File: config.mk
export PLATFORM = sky130hd
export DESIGN_NAME = hist_center_out_reader_flat
export DESIGN_NICKNAME = d
export VERILOG_FILES = /design/src/rtl/hist_center_out_reader_pkg.sv /design/src/rtl/hist_center_out_reader_if.sv /design/src/rtl/hist_order_addr_gen.sv /design/src/rtl/hist_center_out_reader.sv /design/src/flat_wrapper.sv
export SDC_FILE = /design/constraint.sdc
export NUM_CORES = 1
export LEC_CHECK = 0
export CORE_AREA = 3 3 135 137
export CTS_CLUSTER_DIAMETER = 30
export DETAILED_ROUTE_END_ITERATION = 7
export DIE_AREA = 0 0 138 140
export PLACE_DENSITY = 0.77
export SETUP_SLACK_MARGIN = 0.05
export SLEW_MARGIN = 0
export SYNTH_ARGS = -nofsm -noshare
export SYNTH_HDL_FRONTEND = slang
export SYNTH_SLANG_ARGS = --single-unit
File: constraint.sdc
create_clock -name i_clk_2x -period 5.14 [get_ports i_clk_2x]
set_clock_uncertainty 0.15 [all_clocks]
set_input_delay 1.028 -clock i_clk_2x [delete_from_list [all_inputs] [get_ports i_clk_2x]]
set_output_delay 1.028 -clock i_clk_2x [all_outputs]
set_load 0.005 [all_outputs]
File: src/rtl/hist_center_out_reader_pkg.sv
// Shared types and helpers for the centre-out histogram reader.
// Holds the FSM state encoding, default widths and saturation-limit helpers.
package hist_center_out_reader_pkg;

  typedef enum logic [1:0] {
    ST_IDLE   = 2'd0,
    ST_SUM    = 2'd1,
    ST_PRE    = 2'd2,
    ST_STREAM = 2'd3
  } state_t;

  localparam int DEF_BIN_AW = 11;
  localparam int DEF_RAM_DW = 19;
  localparam int DEF_OUT_DW = 12;
  localparam int DEF_SUM_DW = 19;
  localparam int DEF_DW     = 13;

  function automatic int nbins(input int aw);
    return 1 << aw;
  endfunction

  // Largest unsigned value representable in w bits (w < 31).
  function automatic int sat_lim(input int w);
    return (1 << w) - 1;
  endfunction

endpackage

File: src/rtl/hist_center_out_reader_if.sv
// Bundles the start/mean request, histogram RAM read port, sum outputs and bin stream.
// master = the reader, slave = the surrounding logic (RAM, mapper, controller).
interface hist_center_out_reader_if
  import hist_center_out_reader_pkg::*;
#(
  parameter int BIN_AW = DEF_BIN_AW,
  parameter int RAM_DW = DEF_RAM_DW,
  parameter int OUT_DW = DEF_OUT_DW,
  parameter int SUM_DW = DEF_SUM_DW,
  parameter int DW     = DEF_DW
);

  logic              i_start;
  logic [DW-1:0]     i_data_aver;
  logic              o_ram_rd_en;
  logic [BIN_AW-1:0] o_ram_addr;
  logic [RAM_DW-1:0] i_ram_q;
  logic [SUM_DW-1:0] o_sum_min_aver;
  logic [SUM_DW-1:0] o_sum_max_aver;
  logic              o_sum_vld;
  logic              o_hist_rd_vld;
  logic [OUT_DW-1:0] o_hist_rd_data;
  logic              o_busy;
  logic              o_done;

  modport master (
    input  i_start, i_data_aver, i_ram_q,
    output o_ram_rd_en, o_ram_addr, o_sum_min_aver, o_sum_max_aver, o_sum_vld,
           o_hist_rd_vld, o_hist_rd_data, o_busy, o_done
  );

  modport slave (
    output i_start, i_data_aver, i_ram_q,
    input  o_ram_rd_en, o_ram_addr, o_sum_min_aver, o_sum_max_aver, o_sum_vld,
           o_hist_rd_vld, o_hist_rd_data, o_busy, o_done
  );

endinterface

File: src/rtl/hist_order_addr_gen.sv
// Centre-out bin address walker: mean-1 down to 0, then mean up to the top bin.
// Loads on start, steps on adv; last flags the top bin of the ascending leg.
module hist_order_addr_gen #(
  parameter int BIN_AW = 11
) (
  input  logic              i_clk_2x,
  input  logic              i_rst,
  input  logic [BIN_AW-1:0] mean,
  input  logic              start,
  input  logic              adv,
  output logic [BIN_AW-1:0] addr,
  output logic              last
);

  logic up;

  always_ff @(posedge i_clk_2x or posedge i_rst) begin
    if (i_rst) begin
      addr <= '0;
      up   <= 1'b0;
    end else if (start) begin
      // mean = 0 has no descending leg, so begin directly on the ascending one
      if (mean == '0) begin
        addr <= '0;
        up   <= 1'b1;
      end else begin
        addr <= mean - 1'b1;
        up   <= 1'b0;
      end
    end else if (adv) begin
      if (up) begin
        addr <= addr + 1'b1;
      end else if (addr == '0) begin
        addr <= mean;
        up   <= 1'b1;
      end else begin
        addr <= addr - 1'b1;
      end
    end
  end

  assign last = up && (addr == '1);

endmodule

File: src/rtl/hist_center_out_reader.sv
// Sums a histogram below/above the mean, then streams bins centre-out at one bin per two clocks.
// Stream starts NBINS+4 cycles after start and runs gap-free; the consumer cannot stall it.
module hist_center_out_reader
  import hist_center_out_reader_pkg::*;
#(
  parameter int BIN_AW = DEF_BIN_AW,
  parameter int RAM_DW = DEF_RAM_DW,
  parameter int OUT_DW = DEF_OUT_DW,
  parameter int SUM_DW = DEF_SUM_DW,
  parameter int DW     = DEF_DW
) (
  input  logic                    i_clk_2x,
  input  logic                    i_rst,
  hist_center_out_reader_if.master bus
);

  localparam int NBINS = nbins(BIN_AW);
  localparam int AW    = ((SUM_DW > RAM_DW) ? SUM_DW : RAM_DW) + 1;
  localparam logic [OUT_DW-1:0] OUT_MAX = OUT_DW'(sat_lim(OUT_DW));
  localparam logic [SUM_DW-1:0] SUM_MAX = SUM_DW'(sat_lim(SUM_DW));

  state_t            state, state_nxt;
  logic [BIN_AW-1:0] cnt, mean, bcnt;
  logic              pre_ph, ph, vld_r, all_iss, done_r;
  logic              acc_en, acc_lo_sel;
  logic [SUM_DW-1:0] acc_lo, acc_hi, acc_lo_nxt, acc_hi_nxt;
  logic [SUM_DW-1:0] sum_lo_r, sum_hi_r;
  logic              sum_vld_r;
  logic [OUT_DW-1:0] data_r, q_sat;
  logic              start_acc;
  logic              rd_en, issue, gen_start, gen_adv, gen_last;
  logic [BIN_AW-1:0] rd_addr, gen_addr;

  function automatic logic [SUM_DW-1:0] sat_add(input logic [SUM_DW-1:0] a,
                                                input logic [RAM_DW-1:0] b);
    logic [AW-1:0] s;
    s = AW'(a) + AW'(b);
    return (s > AW'(SUM_MAX)) ? SUM_MAX : s[SUM_DW-1:0];
  endfunction

  // done_r blocks a start in the done cycle so a new run begins the cycle after
  assign start_acc = (state == ST_IDLE) && bus.i_start && !done_r;
  assign q_sat     = (bus.i_ram_q > RAM_DW'(OUT_MAX)) ? OUT_MAX : bus.i_ram_q[OUT_DW-1:0];

  hist_order_addr_gen #(.BIN_AW(BIN_AW)) u_addr_gen (
    .i_clk_2x (i_clk_2x),
    .i_rst    (i_rst),
    .mean     (mean),
    .start    (gen_start),
    .adv      (gen_adv),
    .addr     (gen_addr),
    .last     (gen_last)
  );

  always_ff @(posedge i_clk_2x or posedge i_rst) begin
    if (i_rst) state <= ST_IDLE;
    else       state <= state_nxt;
  end

  always_comb begin
    state_nxt = state;
    unique case (state)
      ST_IDLE:   if (start_acc) state_nxt = ST_SUM;
      ST_SUM:    if (cnt == '1) state_nxt = ST_PRE;
      ST_PRE:    if (pre_ph) state_nxt = ST_STREAM;
      ST_STREAM: if (vld_r && ph && (bcnt == '1)) state_nxt = ST_IDLE;
      default:   state_nxt = ST_IDLE;
    endcase
  end

  // The first stream read goes out in the second PRE cycle; later reads on phase0
  always_comb begin
    rd_en     = 1'b0;
    rd_addr   = '0;
    gen_start = 1'b0;
    gen_adv   = 1'b0;
    issue     = 1'b0;
    unique case (state)
      ST_SUM: begin
        rd_en   = 1'b1;
        rd_addr = cnt;
      end
      ST_PRE: begin
        gen_start = !pre_ph;
        issue     = pre_ph;
      end
      ST_STREAM: issue = vld_r && !ph && !all_iss;
      default: ;
    endcase
    if (issue) begin
      rd_en   = 1'b1;
      rd_addr = gen_addr;
      gen_adv = !gen_last;
    end
  end

  always_comb begin
    acc_lo_nxt = acc_lo;
    acc_hi_nxt = acc_hi;
    if (acc_en) begin
      if (acc_lo_sel) acc_lo_nxt = sat_add(acc_lo, bus.i_ram_q);
      else            acc_hi_nxt = sat_add(acc_hi, bus.i_ram_q);
    end
  end

  always_ff @(posedge i_clk_2x or posedge i_rst) begin
    if (i_rst) begin
      cnt        <= '0;
      mean       <= '0;
      bcnt       <= '0;
      pre_ph     <= 1'b0;
      ph         <= 1'b0;
      vld_r      <= 1'b0;
      all_iss    <= 1'b0;
      done_r     <= 1'b0;
      acc_en     <= 1'b0;
      acc_lo_sel <= 1'b0;
      acc_lo     <= '0;
      acc_hi     <= '0;
      sum_lo_r   <= '0;
      sum_hi_r   <= '0;
      sum_vld_r  <= 1'b0;
      data_r     <= '0;
    end else begin
      sum_vld_r  <= 1'b0;
      done_r     <= 1'b0;
      acc_en     <= (state == ST_SUM);
      acc_lo_sel <= (cnt < mean);
      acc_lo     <= acc_lo_nxt;
      acc_hi     <= acc_hi_nxt;
      if (issue && gen_last) all_iss <= 1'b1;
      unique case (state)
        ST_IDLE: begin
          if (start_acc) begin
            mean    <= ({1'b0, bus.i_data_aver} >= (DW+1)'(NBINS)) ? '1
                                                                 : bus.i_data_aver[BIN_AW-1:0];
            cnt     <= '0;
            acc_lo  <= '0;
            acc_hi  <= '0;
            all_iss <= 1'b0;
            pre_ph  <= 1'b0;
          end
        end
        ST_SUM: cnt <= cnt + 1'b1;
        ST_PRE: begin
          pre_ph <= ~pre_ph;
          if (!pre_ph) begin
            sum_lo_r  <= acc_lo_nxt;
            sum_hi_r  <= acc_hi_nxt;
            sum_vld_r <= 1'b1;
          end
        end
        ST_STREAM: begin
          if (!vld_r) begin
            data_r <= q_sat;
            vld_r  <= 1'b1;
            ph     <= 1'b0;
            bcnt   <= '0;
          end else begin
            ph <= ~ph;
            if (ph) begin
              if (bcnt == '1) begin
                vld_r  <= 1'b0;
                data_r <= '0;
                done_r <= 1'b1;
              end else begin
                bcnt   <= bcnt + 1'b1;
                data_r <= q_sat;
              end
            end
          end
        end
        default: ;
      endcase
    end
  end

  assign bus.o_ram_rd_en    = rd_en;
  assign bus.o_ram_addr     = rd_addr;
  assign bus.o_sum_min_aver = sum_lo_r;
  assign bus.o_sum_max_aver = sum_hi_r;
  assign bus.o_sum_vld      = sum_vld_r;
  assign bus.o_hist_rd_vld  = vld_r;
  assign bus.o_hist_rd_data = data_r;
  assign bus.o_busy         = (state != ST_IDLE);
  assign bus.o_done         = done_r;

endmodule

File: src/flat_wrapper.sv
// flat-port wrapper written by rule: the top's interface ports become plain ports
module hist_center_out_reader_flat import hist_center_out_reader_pkg::*;
#(
  parameter int BIN_AW = DEF_BIN_AW,
  parameter int RAM_DW = DEF_RAM_DW,
  parameter int OUT_DW = DEF_OUT_DW,
  parameter int SUM_DW = DEF_SUM_DW,
  parameter int DW     = DEF_DW
)
  (i_clk_2x, i_rst, bus_i_start, bus_i_data_aver, bus_i_ram_q, bus_o_ram_rd_en, bus_o_ram_addr, bus_o_sum_min_aver, bus_o_sum_max_aver, bus_o_sum_vld, bus_o_hist_rd_vld, bus_o_hist_rd_data, bus_o_busy, bus_o_done);
  hist_center_out_reader_if #(.BIN_AW(BIN_AW), .RAM_DW(RAM_DW), .OUT_DW(OUT_DW), .SUM_DW(SUM_DW), .DW(DW)) bus_i ();
  input  logic i_clk_2x;
  input  logic i_rst;
  input wire logic [$bits(bus_i.i_start)-1:0] bus_i_start;
  input wire logic [$bits(bus_i.i_data_aver)-1:0] bus_i_data_aver;
  input wire logic [$bits(bus_i.i_ram_q)-1:0] bus_i_ram_q;
  output wire logic [$bits(bus_i.o_ram_rd_en)-1:0] bus_o_ram_rd_en;
  output wire logic [$bits(bus_i.o_ram_addr)-1:0] bus_o_ram_addr;
  output wire logic [$bits(bus_i.o_sum_min_aver)-1:0] bus_o_sum_min_aver;
  output wire logic [$bits(bus_i.o_sum_max_aver)-1:0] bus_o_sum_max_aver;
  output wire logic [$bits(bus_i.o_sum_vld)-1:0] bus_o_sum_vld;
  output wire logic [$bits(bus_i.o_hist_rd_vld)-1:0] bus_o_hist_rd_vld;
  output wire logic [$bits(bus_i.o_hist_rd_data)-1:0] bus_o_hist_rd_data;
  output wire logic [$bits(bus_i.o_busy)-1:0] bus_o_busy;
  output wire logic [$bits(bus_i.o_done)-1:0] bus_o_done;
  assign bus_i.i_start = bus_i_start;
  assign bus_i.i_data_aver = bus_i_data_aver;
  assign bus_i.i_ram_q = bus_i_ram_q;
  assign bus_o_ram_rd_en = bus_i.o_ram_rd_en;
  assign bus_o_ram_addr = bus_i.o_ram_addr;
  assign bus_o_sum_min_aver = bus_i.o_sum_min_aver;
  assign bus_o_sum_max_aver = bus_i.o_sum_max_aver;
  assign bus_o_sum_vld = bus_i.o_sum_vld;
  assign bus_o_hist_rd_vld = bus_i.o_hist_rd_vld;
  assign bus_o_hist_rd_data = bus_i.o_hist_rd_data;
  assign bus_o_busy = bus_i.o_busy;
  assign bus_o_done = bus_i.o_done;
  hist_center_out_reader #(.BIN_AW(BIN_AW), .RAM_DW(RAM_DW), .OUT_DW(OUT_DW), .SUM_DW(SUM_DW), .DW(DW)) u_core (.i_clk_2x(i_clk_2x), .i_rst(i_rst), .bus(bus_i));
endmodule
# Yosys cells after proc, flatten, opt, wreduce, memory -nomap -nowiden
# Cells that the tools add are included.
# totals
regBits	143
out_inout_bits	66
wordCells	129
# classes
n_addsub	7
n_lt_le_gt_ge	5
eq_ne	12
muxes	57
n_bitwise	2
reduce_logical	27
# op_table
op	count
19-bit 2-to-1 mux	10
11-bit 2-to-1 mux	12
12-bit 2-to-1 mux	4
19-bit by 19-bit adder with 20-bit output	2
20-bit by 19-bit > comparator with 1-bit output (second input constant)	2
11-bit by 1-bit adder with 11-bit output (second input constant)	3
11-bit equality test (second input constant)	3
1-bit 2-to-1 mux	23
11-bit zero test	2
11-bit case mux with 2 select lines	1
11-bit by 1-bit subtractor with 11-bit output (second input constant)	2
19-bit by 12-bit > comparator with 1-bit output (second input constant)	1
13-bit by 12-bit >= comparator with 1-bit output (second input constant)	1
11-bit less-than comparator	1
2-bit by 1-bit != test with 1-bit output (second input constant)	5
2-bit AND reduction	5
1-bit logical AND	8
2-bit 2-to-1 mux	4
2-bit case mux with 4 select lines	1
2-bit nonzero test	4
1-bit zero test	5
2-bit equality test (second input constant)	2
1-bit case mux with 2 select lines	2
4-bit AND reduction	1
other kinds (5)	6

# Longest topological paths before layout
# Gate-level depths: netlist (run 1).
# logic_depth
depth_word	8
depth_mapped	12
ltp_nobuf	10

# Hierarchy
# A second synthesis (run 1) with hierarchy kept.
# hier_totals
cells_unflattened	1052
area_unflattened_um2	9086.2
# modules_own_cells
module	instances	cells_per_inst	area_per_inst_um2	seq_area_each_um2
hist_center_out_reader	1	859	7621.1	3278.1
hist_order_addr_gen	1	193	1465.2	300.3

# Least setup slack after synthesis (run 1)
# OpenSTA, ideal clock, no wires.
# synth_path
path_kind	in2reg
from	in bus_i_ram_q[0]
to	reg u_core.sum_hi_r[18], in the netlist u_core.bus.o_sum_max_aver[18]
setup_ns	0.135
arrival_time_ns	3.122
required_time_ns	4.855
path_slack_ns	1.733
stages	10
n_path_buf	0
cell_sequence	ha_1 inv_1 fa_1 nand2b_1 a21oi_1 o211ai_1 o21ai_0 o221ai_1 a221oi_1 o31ai_1
# synth_between
elab_chain_cells	5
# synth_lines
element	line	source
start: declaration	flat_wrapper.sv:16	input wire logic [$bits(bus_i.i_ram_q)-1:0] bus_i_ram_q;
19-bit by 19-bit adder with 20-bit output (*)	hist_center_out_reader.sv:37	s = AW'(a) + AW'(b);
20-bit by 19-bit > comparator with 1-bit output	hist_center_out_reader.sv:38	return (s > AW'(SUM_MAX)) ? SUM_MAX : s[SUM_DW-1:0];
19-bit 2-to-1 mux (*)	hist_center_out_reader.sv:38	
19-bit 2-to-1 mux (*)	hist_center_out_reader.sv:101	if (acc_lo_sel) acc_lo_nxt = sat_add(acc_lo, bus.i_ram_q);
19-bit 2-to-1 mux (*)	hist_center_out_reader.sv:100	if (acc_en) begin
end signal: assignment	hist_center_out_reader.sv:149	sum_hi_r <= acc_hi_nxt;
end: declaration	hist_center_out_reader.sv:27	logic [SUM_DW-1:0] sum_lo_r, sum_hi_r;
# Mark *: on every way between the ends. The rest lies on a longest branch, timed or not.
# A chain may end at the register's enable or synchronous reset.

# Worst setup path after layout (run 1)
# Same ends and word-level chain as after synthesis.

==> Flow_metrics.wiki, run 1 <==
{| class="wikitable"
! Metric !! Value
|-
| Status || finished, violations left
|-
| Violations in the final reports || DRC
|-
| Flop-to-flop setup slack || 1790 ps
|-
| Core box area || 17180 µm²
|-
| Tightest Pin Transition || 1216 ps
|-
| Startpoint types || primary input
|-
| Top routing layer in use || met4
|-
| Hold Crit Start || u_core.bus.o_sum_max_aver[9]
|-
| Startpoint of the worst register-to-register path || u_core.acc_hi[0]
|-
| Remaining number of nets flagged by the antenna check after routing || 0
|-
| Depth of the worst hold-timing path || 2
|-
| Post-synthesis sequential area ratio || 40.27%
|-
| Initial antenna violation count || 0
|-
| Antenna diodes || 0
|-
| Die area || 19320 µm²
|-
| Post-cts hold buffer count || 0
|-
| Max Clk Rate || 241.9 MHz
|-
| Drt pass-1 iters || 8
|-
| Headroom to the max-slew limit || 18.97%
|-
| Maximum level of the CTS H-tree || 4
|-
| Top cell type by total area after synthesis || sky130_fd_sc_hd__dfrtp_1
|-
| Data arrival time of the worst path || 4250 ps
|-
| Critical Path Slowest Stage Cell || sky130_fd_sc_hd__o21ai_0
|-
| Kind of end point of the critical path || register
|-
| Top post-synthesis cells by area || sky130_fd_sc_hd__dfrtp_1, sky130_fd_sc_hd__ha_1, sky130_fd_sc_hd__nor2_1, sky130_fd_sc_hd__nand2_1, sky130_fd_sc_hd__o31ai_1
|-
| Top flip-flop cell by instance count after synthesis || sky130_fd_sc_hd__dfrtp_1
|-
| Share of the synthesized area in the top cell type || 40.27%
|-
| Pre-CTS worst setup slack || 709.5 ps
|-
| Die height || 140 µm
|-
| Final-report hold violation count || 0
|-
| Length of routed wiring on met1 || 10920 µm
|-
| Final slew viol count || 0
|-
| Cells along the critical path || clkdlybuf4s50_1 -> ha_1 -> inv_1 -> fa_1 -> nand2b_1 -> a21oi_1 -> o211ai_1 -> o21ai_0 -> o221ai_1 -> a221oi_1 -> o31ai_1
|-
| # setup viols final || 0
|-
| Net count reported at finish || 1211
|-
| Critical Path RT || 5250 ps
|-
| # IOs || 101
|-
| Dominant combinational cell family by area after synthesis || simple AND/OR/NAND/NOR gates
|-
| Count of input and output buffers || 100
|-
| Distinct cell type count of the synthesized netlist || 71
|-
| P per Cell Area || 284.5 nW/µm²
|-
| Syn nets || 1135
|-
| Clock latency at the later pin of the worst-skew pair || 420 ps
|-
| Vias in the first global route || 7776
|-
| Post-CTS setup buffer count || 0
|-
| Clock tree from TritonCTS || yes
|-
| Number of gates resized after cts || 0
|-
| Delay of the slowest cell on the worst path || 580 ps
|-
| Post-synthesis adder-cell area fraction || 8.617%
|-
| Post-route setup TNS || 0 ps
|-
| Synth warn || 0
|-
| Initial drt markers || 645
|-
| Proportion of synthesized area in mux cells || 0.4506%
|-
| Peak supply drop || 0.0002201 V
|-
| Area growth from synthesis to final layout || 19.18%
|-
| CP max FO || 4
|-
| Startpoint-to-endpoint class of the critical path || in -> reg
|-
| Number of cells on the critical path || 11
|-
| Cell area reported after detailed placement || 10040 µm²
|-
| CTS root buffer || sky130_fd_sc_hd__clkbuf_16
|-
| Mapped Area || 8886 µm²
|-
| Xor and xnor area share after synthesis || 5.322%
|-
| Number of max-capacitance violations reported || 0
|-
| Mapped Avg Cell Area || 8.544 µm²
|-
| Static leakage || 4.712 nW
|-
| Number of DRC violations after detailed routing || 3
|-
| Die Wd || 138 µm
|-
| Maximum buffer depth of the clock tree || 2
|-
| Total clock sinks || 143
|-
| Gate Count Post-Synth || 1040
|-
| HPWL reported at the end of detailed placement || 17400 µm
|-
| Global-route wire length before repair || 40390 µm
|-
| Total global-route track usage || 25.50%
|-
| Type of the tightest min-delay check || reg -> reg
|-
| Depth of the worst register-to-register path || 10
|-
| GPL Wtd Cong || 0.9529
|-
| Final routed wirelength across all metal layers || 24230 µm
|-
| Post-Synth Simple-Gate Area || 21.25%
|-
| Pin count of the biggest net entering global routing || 96
|-
| Post-route clock period utilization || 80.43%
|-
| Proportion of synthesized flip-flops having asynchronous set or reset || 100.0%
|-
| Number of vias in the routed layout || 7930
|-
| Row cnt || 48
|-
| Post-Place Cells || 1322
|-
| Met2 routed wirelength || 11300 µm
|-
| Number of synthesized register bits || 143
|-
| Gr ovfl total || 0
|-
| Number of clock buffers inserted by TritonCTS || 17
|-
| Minimum clock period || 4134 ps
|-
| Number of enable flip-flop cells after synthesis || 0
|-
| Initial core utilization || 51.73%
|-
| Worst Path Buf+Inv || 2
|-
| Worst hold-check slack || 323.8 ps
|-
| Final worst slack || 1006 ps
|-
| Share of the synthesized area in compound gates (AO/OA/AOI/OAI) || 19.61%
|-
| Post-layout instance count excluding filler cells || 1351
|-
| Critical register-to-register path endpoint || u_core.bus.o_sum_max_aver[18]
|-
| Per-cell via count in the routed design || 5.870
|-
| Layout cells sized above 1 || 4.885%
|-
| Top cell family by delay on the critical path || compound AO/OA/AOI/OAI gates
|-
| Worst min-delay path endpoint || u_core.bus.o_sum_max_aver[9]
|-
| Metal3 WL || 1495 µm
|-
| Clock transition at path regs || 60 ps
|-
| Post-route cell area || 10590 µm²
|-
| Drt wl/cell || 17.93 µm
|-
| Setup repair after global routing missed its margin || false
|}
synth_stat cells, types with 6 or more instances:
cell / count
sky130_fd_sc_hd__clkbuf_1: 42
sky130_fd_sc_hd__a21oi_1: 62
sky130_fd_sc_hd__nand2b_1: 13
sky130_fd_sc_hd__o21ai_0: 60
sky130_fd_sc_hd__dfrtp_1: 143
sky130_fd_sc_hd__a21o_1: 8
sky130_fd_sc_hd__xnor2_1: 27
sky130_fd_sc_hd__nor3_1: 66
sky130_fd_sc_hd__nand4_1: 12
sky130_fd_sc_hd__ha_1: 58
sky130_fd_sc_hd__o211ai_1: 11
sky130_fd_sc_hd__or3_1: 6
sky130_fd_sc_hd__a211oi_1: 9
sky130_fd_sc_hd__o31ai_1: 53
sky130_fd_sc_hd__nor2_1: 136
sky130_fd_sc_hd__nand3_1: 23
sky130_fd_sc_hd__nor2b_1: 8
sky130_fd_sc_hd__inv_1: 41
sky130_fd_sc_hd__xor2_1: 27
sky130_fd_sc_hd__nand2_1: 128
worst reg2reg max path: stages (launching register included):
cell                       delay [ps]
sky130_fd_sc_hd__dfrtp_1          370
sky130_fd_sc_hd__ha_1             200
sky130_fd_sc_hd__inv_1             60
sky130_fd_sc_hd__fa_1             390
sky130_fd_sc_hd__nand2b_1         210
sky130_fd_sc_hd__a21oi_1          210
sky130_fd_sc_hd__o211ai_1         220
sky130_fd_sc_hd__o21ai_0          580
sky130_fd_sc_hd__o221ai_1         230
sky130_fd_sc_hd__a221oi_1         440
sky130_fd_sc_hd__o31ai_1          130
cells in the final DEF (no fill, tap or decap), types with 6 or more instances in the layout:
| master | synthesis | final |
|---|---|---|
| sky130_fd_sc_hd__o211ai_1 | 11 | 11 |
| sky130_fd_sc_hd__nand4_1 | 12 | 12 |
| sky130_fd_sc_hd__o21ai_0 | 60 | 59 |
| sky130_fd_sc_hd__nor2_1 | 136 | 136 |
| sky130_fd_sc_hd__xor2_1 | 27 | 27 |
| sky130_fd_sc_hd__o31ai_1 | 53 | 52 |
| sky130_fd_sc_hd__a21oi_1 | 62 | 62 |
| sky130_fd_sc_hd__nand3_1 | 23 | 23 |
| sky130_fd_sc_hd__xnor2_1 | 27 | 27 |
| sky130_fd_sc_hd__ha_1 | 58 | 58 |
| sky130_fd_sc_hd__nand2_1 | 128 | 128 |
| sky130_fd_sc_hd__a211oi_1 | 9 | 9 |
| sky130_fd_sc_hd__dfrtp_1 | 143 | 143 |
| sky130_fd_sc_hd__inv_1 | 41 | 40 |
| sky130_fd_sc_hd__a21o_1 | 8 | 8 |
| sky130_fd_sc_hd__clkdlybuf4s50_1 | 0 | 100 |
| sky130_fd_sc_hd__buf_4 | 0 | 8 |
| sky130_fd_sc_hd__nor3_1 | 66 | 65 |
| sky130_fd_sc_hd__nand2b_1 | 13 | 12 |
| sky130_fd_sc_hd__or3_1 | 6 | 6 |
| sky130_fd_sc_hd__clkbuf_16 | 0 | 17 |
| sky130_fd_sc_hd__nor2b_1 | 8 | 7 |
layout make-up:
| type | count | area, µm² |
|---|---|---|
| Clock inverter | 5 | 57.56 |
| Clock buffer | 24 | 491.7 |
| Tap cell | 225 | 281.5 |
| Sequential cell | 143 | 3578 |
| Inverter | 42 | 162.7 |
| Timing Repair Buffer | 109 | 1081 |
| Multi-Input combinational cell | 803 | 4937 |
| Fill cell | 1496 | 6586 |
power by group:
part / total (mW) / switching [mW] / internal (mW)
clock network: 1.17 / 0.459 / 0.708
logic: 0.557 / 0.295 / 0.262
registers: 1.29 / 0.112 / 1.18
state kept, by name, indices dropped and copies added (netlist names), 2 cells and up:
| name | flops |
|---|---|
| u_core.u_addr_gen.addr | 11 |
| u_core.bus.o_hist_rd_data | 12 |
| u_core.acc_hi | 19 |
| u_core.bus.o_sum_min_aver | 19 |
| u_core.mean | 11 |
| u_core.bus.o_sum_max_aver | 19 |
| u_core.bcnt | 11 |
| u_core.state | 2 |
| u_core.cnt | 11 |
| u_core.acc_lo | 19 |
through the flow:
step	power, mW	utilization, %
global placement	1.843	58.46
global route	3.151	61.66
finish	3.013	61.66
detailed placement	1.854	58.46
floorplan	1.689	-
CTS	3.022	61.66
cell families (layout without fill, tap and decap cells):
family	count (synthesis)	in the layout
adder cells (fa/ha/maj)	60	60
AND/OR/NAND/NOR	420	420
flip-flops	143	143
XOR/XNOR	54	54
AO/OA/AOI/OAI	265	265
multiplexers	4	4
buffers and inverters	94	180
worst max path at each step:
stage	from	to	slack [ps]
floorplan	i_rst	u_core.acc_en	120
CTS	bus_i_ram_q[0]	u_core.bus.o_sum_max_aver[18]	1040
global placement	bus_i_ram_q[1]	u_core.bus.o_sum_max_aver[18]	850
global route	bus_i_ram_q[0]	u_core.bus.o_sum_max_aver[18]	750
detailed placement	bus_i_ram_q[0]	u_core.bus.o_sum_max_aver[18]	710
finish	bus_i_ram_q[0]	u_core.bus.o_sum_max_aver[18]	1010
metal layers:
layer  track usage [%]  vias up
li1                  -     3864
met2             40.57      255
met3             5.667       46
met1             34.93     3765
met5                 0        -
met4             8.216        0
No activity file was read; power rests on OpenSTA's default activity.
==> run 2: changes to the inputs <==
--- a/config.mk
+++ b/config.mk
@@ -5,10 +5,10 @@
 export SDC_FILE = /design/constraint.sdc
 export NUM_CORES = 1
 export LEC_CHECK = 0
-export CORE_AREA = 3 3 135 137
+export CORE_AREA = 3 3 132 134
 export CTS_CLUSTER_DIAMETER = 30
 export DETAILED_ROUTE_END_ITERATION = 7
-export DIE_AREA = 0 0 138 140
+export DIE_AREA = 0 0 135 137
 export PLACE_DENSITY = 0.77
 export SETUP_SLACK_MARGIN = 0.05
 export SLEW_MARGIN = 0
==> constraint.sdc (replaced) <==
create_clock -name i_clk_2x -period 4.2 [get_ports i_clk_2x]
set_clock_uncertainty 0.15 [all_clocks]
set_input_delay 0.84 -clock i_clk_2x [delete_from_list [all_inputs] [get_ports i_clk_2x]]
set_output_delay 0.84 -clock i_clk_2x [all_outputs]
set_load 0.005 [all_outputs]
==> run 2 against run 1 <==
  * The run now ends clean
  * Via count increased by 0.43%
  * Die area decreased by 4.3%
  * Critical path depth decreased by 4
  * Clock power increased by 32%
  * Register-to-register slack got worse by 540 ps
  * Total power increased by 26%
  * Largest cell class unchanged
==> Flow_metrics.wiki, run 2 (same netlist as run 1, synthesis figures left out) <==
{| class="wikitable"
! Metric !! Value
|-
| Total clock sinks || 143 (unchanged)
|-
| Maximum buffer depth of the clock tree || 2 (unchanged)
|-
| Max Clk Rate || 273.0 MHz
|-
| Area growth from synthesis to final layout || 20.57% (was 19.18%)
|-
| Startpoint types || register (was primary input)
|-
| Global-route wire length before repair || 37920 µm (was 40390 µm)
|-
| Commonest non-fill, non-tap cells in the layout || sky130_fd_sc_hd__dfrtp_1, sky130_fd_sc_hd__nor2_1, sky130_fd_sc_hd__nand2_1, sky130_fd_sc_hd__clkdlybuf4s50_1, sky130_fd_sc_hd__nor3_1 (unchanged)
|-
| Setup repair after global routing missed its margin || false (unchanged)
|-
| Net count reported at finish || 1222 (was 1211)
|-
| Antenna diodes || 0 (unchanged)
|-
| Clock tree from TritonCTS || yes (unchanged)
|-
| Critical Path RT || 3210 ps (was 5250 ps)
|-
| GPL Wtd Cong || 0.9609 (was 0.9529)
|-
| Fraction of power consumed by sequential logic || 41.6% (was 42.8%)
|-
| Final slew viol count || 0 (unchanged)
|-
| Number of gates resized after cts || 0 (unchanged)
|-
| Final routed wirelength across all metal layers || 23110 µm (was 24230 µm)
|-
| Clock transition at path regs || 60 ps (about the same)
|-
| Worst hold-check slack || 320.7 ps (was 323.8 ps)
|-
| Row cnt || 47 (was 48)
|-
| Per-cell via count in the routed design || 5.856 (was 5.870)
|-
| Type of the tightest min-delay check || reg -> reg (unchanged)
|-
| P per Cell Area || 354.3 nW/µm² (was 284.5 nW/µm²)
|-
| # setup viols final || 0 (unchanged)
|-
| Initial antenna violation count || 0 (unchanged)
|-
| Number of clock buffers inserted by TritonCTS || 17 (unchanged)
|-
| Post-layout instance count excluding filler cells || 1360 (was 1351)
|-
| Remaining number of nets flagged by the antenna check after routing || 0 (unchanged)
|-
| Startpoint of the worst register-to-register path || u_core.acc_lo[0] (was u_core.acc_hi[0])
|-
| Clock latency at the later pin of the worst-skew pair || 430 ps (was 420 ps)
|-
| Cell area reported after detailed placement || 10120 µm² (was 10040 µm²)
|-
| Status || completed (was finished, violations left)
|-
| Number of max-capacitance violations reported || 0 (unchanged)
|-
| Number of vias in the routed layout || 7964 (was 7930)
|-
| Switch Pwr || 1.128 mW (was 0.8657 mW)
|-
| Initial core utilization || 54.16% (was 51.73%)
|-
| Peak supply drop || 0.0002990 V (was 0.0002201 V)
|-
| Pin count of the biggest net entering global routing || 77 (was 96)
|-
| Die Wd || 135 µm (was 138 µm)
|-
| Post-CTS setup buffer count || 0 (unchanged)
|-
| Drt pass-1 iters || 5 (was 8)
|-
| Count of input and output buffers || 100 (unchanged)
|-
| Critical register-to-register path endpoint || u_core.bus.o_sum_min_aver[16] (was u_core.bus.o_sum_max_aver[18])
|-
| Die height || 137 µm (was 140 µm)
|-
| Drt wl/cell || 16.99 µm (was 17.93 µm)
|-
| # IOs || 101 (unchanged)
|-
| Depth of the worst register-to-register path || 10 (unchanged)
|-
| Switching part of the total power || 29.70% (was 28.74%)
|-
| Initial drt markers || 578 (was 645)
|-
| Static leakage || 4.776 nW (was 4.712 nW)
|-
| HPWL reported at the end of detailed placement || 16470 µm (was 17400 µm)
|-
| CTS root buffer || sky130_fd_sc_hd__clkbuf_16 (unchanged)
|-
| Maximum level of the CTS H-tree || 4 (unchanged)
|-
| Gr ovfl total || 0 (unchanged)
|-
| Post-Place Cells || 1328 (was 1322)
|-
| Depth of the worst hold-timing path || 2 (unchanged)
|-
| Total global-route track usage || 25.82% (was 25.50%)
|-
| Post-cts hold buffer count || 0 (unchanged)
|-
| Post-route setup TNS || 0 ps (unchanged)
|-
| Post-route cell area || 10710 µm² (was 10590 µm²)
|-
| Layout cells sized above 1 || 6.228% (was 4.885%)
|-
| Total internal power || 2.668 mW (was 2.147 mW)
|-
| Part of the power in the clock network || 40.5% (was 38.7%)
|-
| Startpoint-to-endpoint class of the critical path || reg -> out (was in -> reg)
|-
| Worst min-delay path endpoint || u_core.bus.o_sum_min_aver[5] (was u_core.bus.o_sum_max_aver[9])
|-
| Data arrival time of the worst path || 2670 ps (was 4250 ps)
|-
| Die area || 18500 µm² (was 19320 µm²)
|-
| Post-route clock period utilization || 87.21%
|-
| Tightest Pin Transition || 935.4 ps (was 1216 ps)
|-
| Final-report hold violation count || 0 (unchanged)
|-
| Flop-to-flop setup slack || 1250 ps (was 1790 ps)
|-
| Core box area || 16410 µm² (was 17180 µm²)
|-
| Headroom to the max-slew limit || 37.36% (was 18.97%)
|-
| Vias in the first global route || 7595 (was 7776)
|-
| Most common library cell in the layout ignoring fill and taps || sky130_fd_sc_hd__dfrtp_1 (unchanged)
|-
| Minimum clock period || 3663 ps
|-
| Combinational cell fraction of total power || 17.8% (was 18.5%)
|-
| CP max FO || 20 (was 4)
|-
| Share of the core filled with cells || 65.30% (was 61.66%)
|-
| Number of DRC violations after detailed routing || 0 (was 3)
|-
| Kind of end point of the critical path || primary output (was register)
|-
| Hold Crit Start || u_core.bus.o_sum_min_aver[5] (was u_core.bus.o_sum_max_aver[9])
|}
-- run 2: power by group through the flow --
stage	registers (mW)	logic, mW	clock network [mW]
floorplan	1.50	0.568	0
global placement	1.60	0.662	0
detailed placement	1.60	0.670	0
global route	1.59	0.763	1.61
finish	1.58	0.678	1.54
CTS	1.57	0.677	1.56
-- run 2: layout make-up --
type                    instances  area, µm²
fillers                      1375       5693
multi-input cells             803       4928
flip-flops and latches        143       3578
repair buffers                120       1176
clock buffers                  19      442.9
well taps                     220      275.3
inverters                      42      161.4
clock inverters                13      151.4
-- run 2: worst max-delay path: stages, from the launching register on --
cell and delay [ps]:
sky130_fd_sc_hd__dfrtp_1 380, sky130_fd_sc_hd__ha_1 320, sky130_fd_sc_hd__nand2_1 140, sky130_fd_sc_hd__o31ai_2 190, sky130_fd_sc_hd__buf_4 250, sky130_fd_sc_hd__inv_1 150
sky130_fd_sc_hd__o21ai_0 250, sky130_fd_sc_hd__clkdlybuf4s50_1 550
-- run 2: routing by layer --
layer	GRT usage, %	vias up	share of wire [%]
met5	0	-	0
met4	11.09	0	3.4
met3	4.669	53	5.3
met2	41.83	263	46
met1	34.25	3758	45
li1	-	3890	-
-- run 2: worst max path at each step --
| stage | startpoint | depth (start not counted) | slack (ps) | to |
|---|---|---|---|---|
| floorplan | bus_i_ram_q[0] | 10 | 980 | u_core.bus.o_sum_max_aver[18] |
| global placement | bus_i_ram_q[0] | 11 | 290 | u_core.bus.o_sum_min_aver[16] |
| detailed placement | bus_i_ram_q[0] | 11 | 230 | u_core.bus.o_sum_min_aver[16] |
| CTS | u_core.state[1] | 7 | 560 | bus_o_ram_addr[1] |
| global route | u_core.state[1] | 7 | 370 | bus_o_ram_addr[0] |
| finish | u_core.state[1] | 7 | 540 | bus_o_ram_addr[0] |
-- run 2: stage by stage --
step	total power, mW	setup slack (ps)
after floorplan	2.068	981.0
after global routing	3.963	372.5
after detailed placement	2.269	231.4
final	3.796	537.0
after CTS	3.810	558.5
after global placement	2.261	294.7
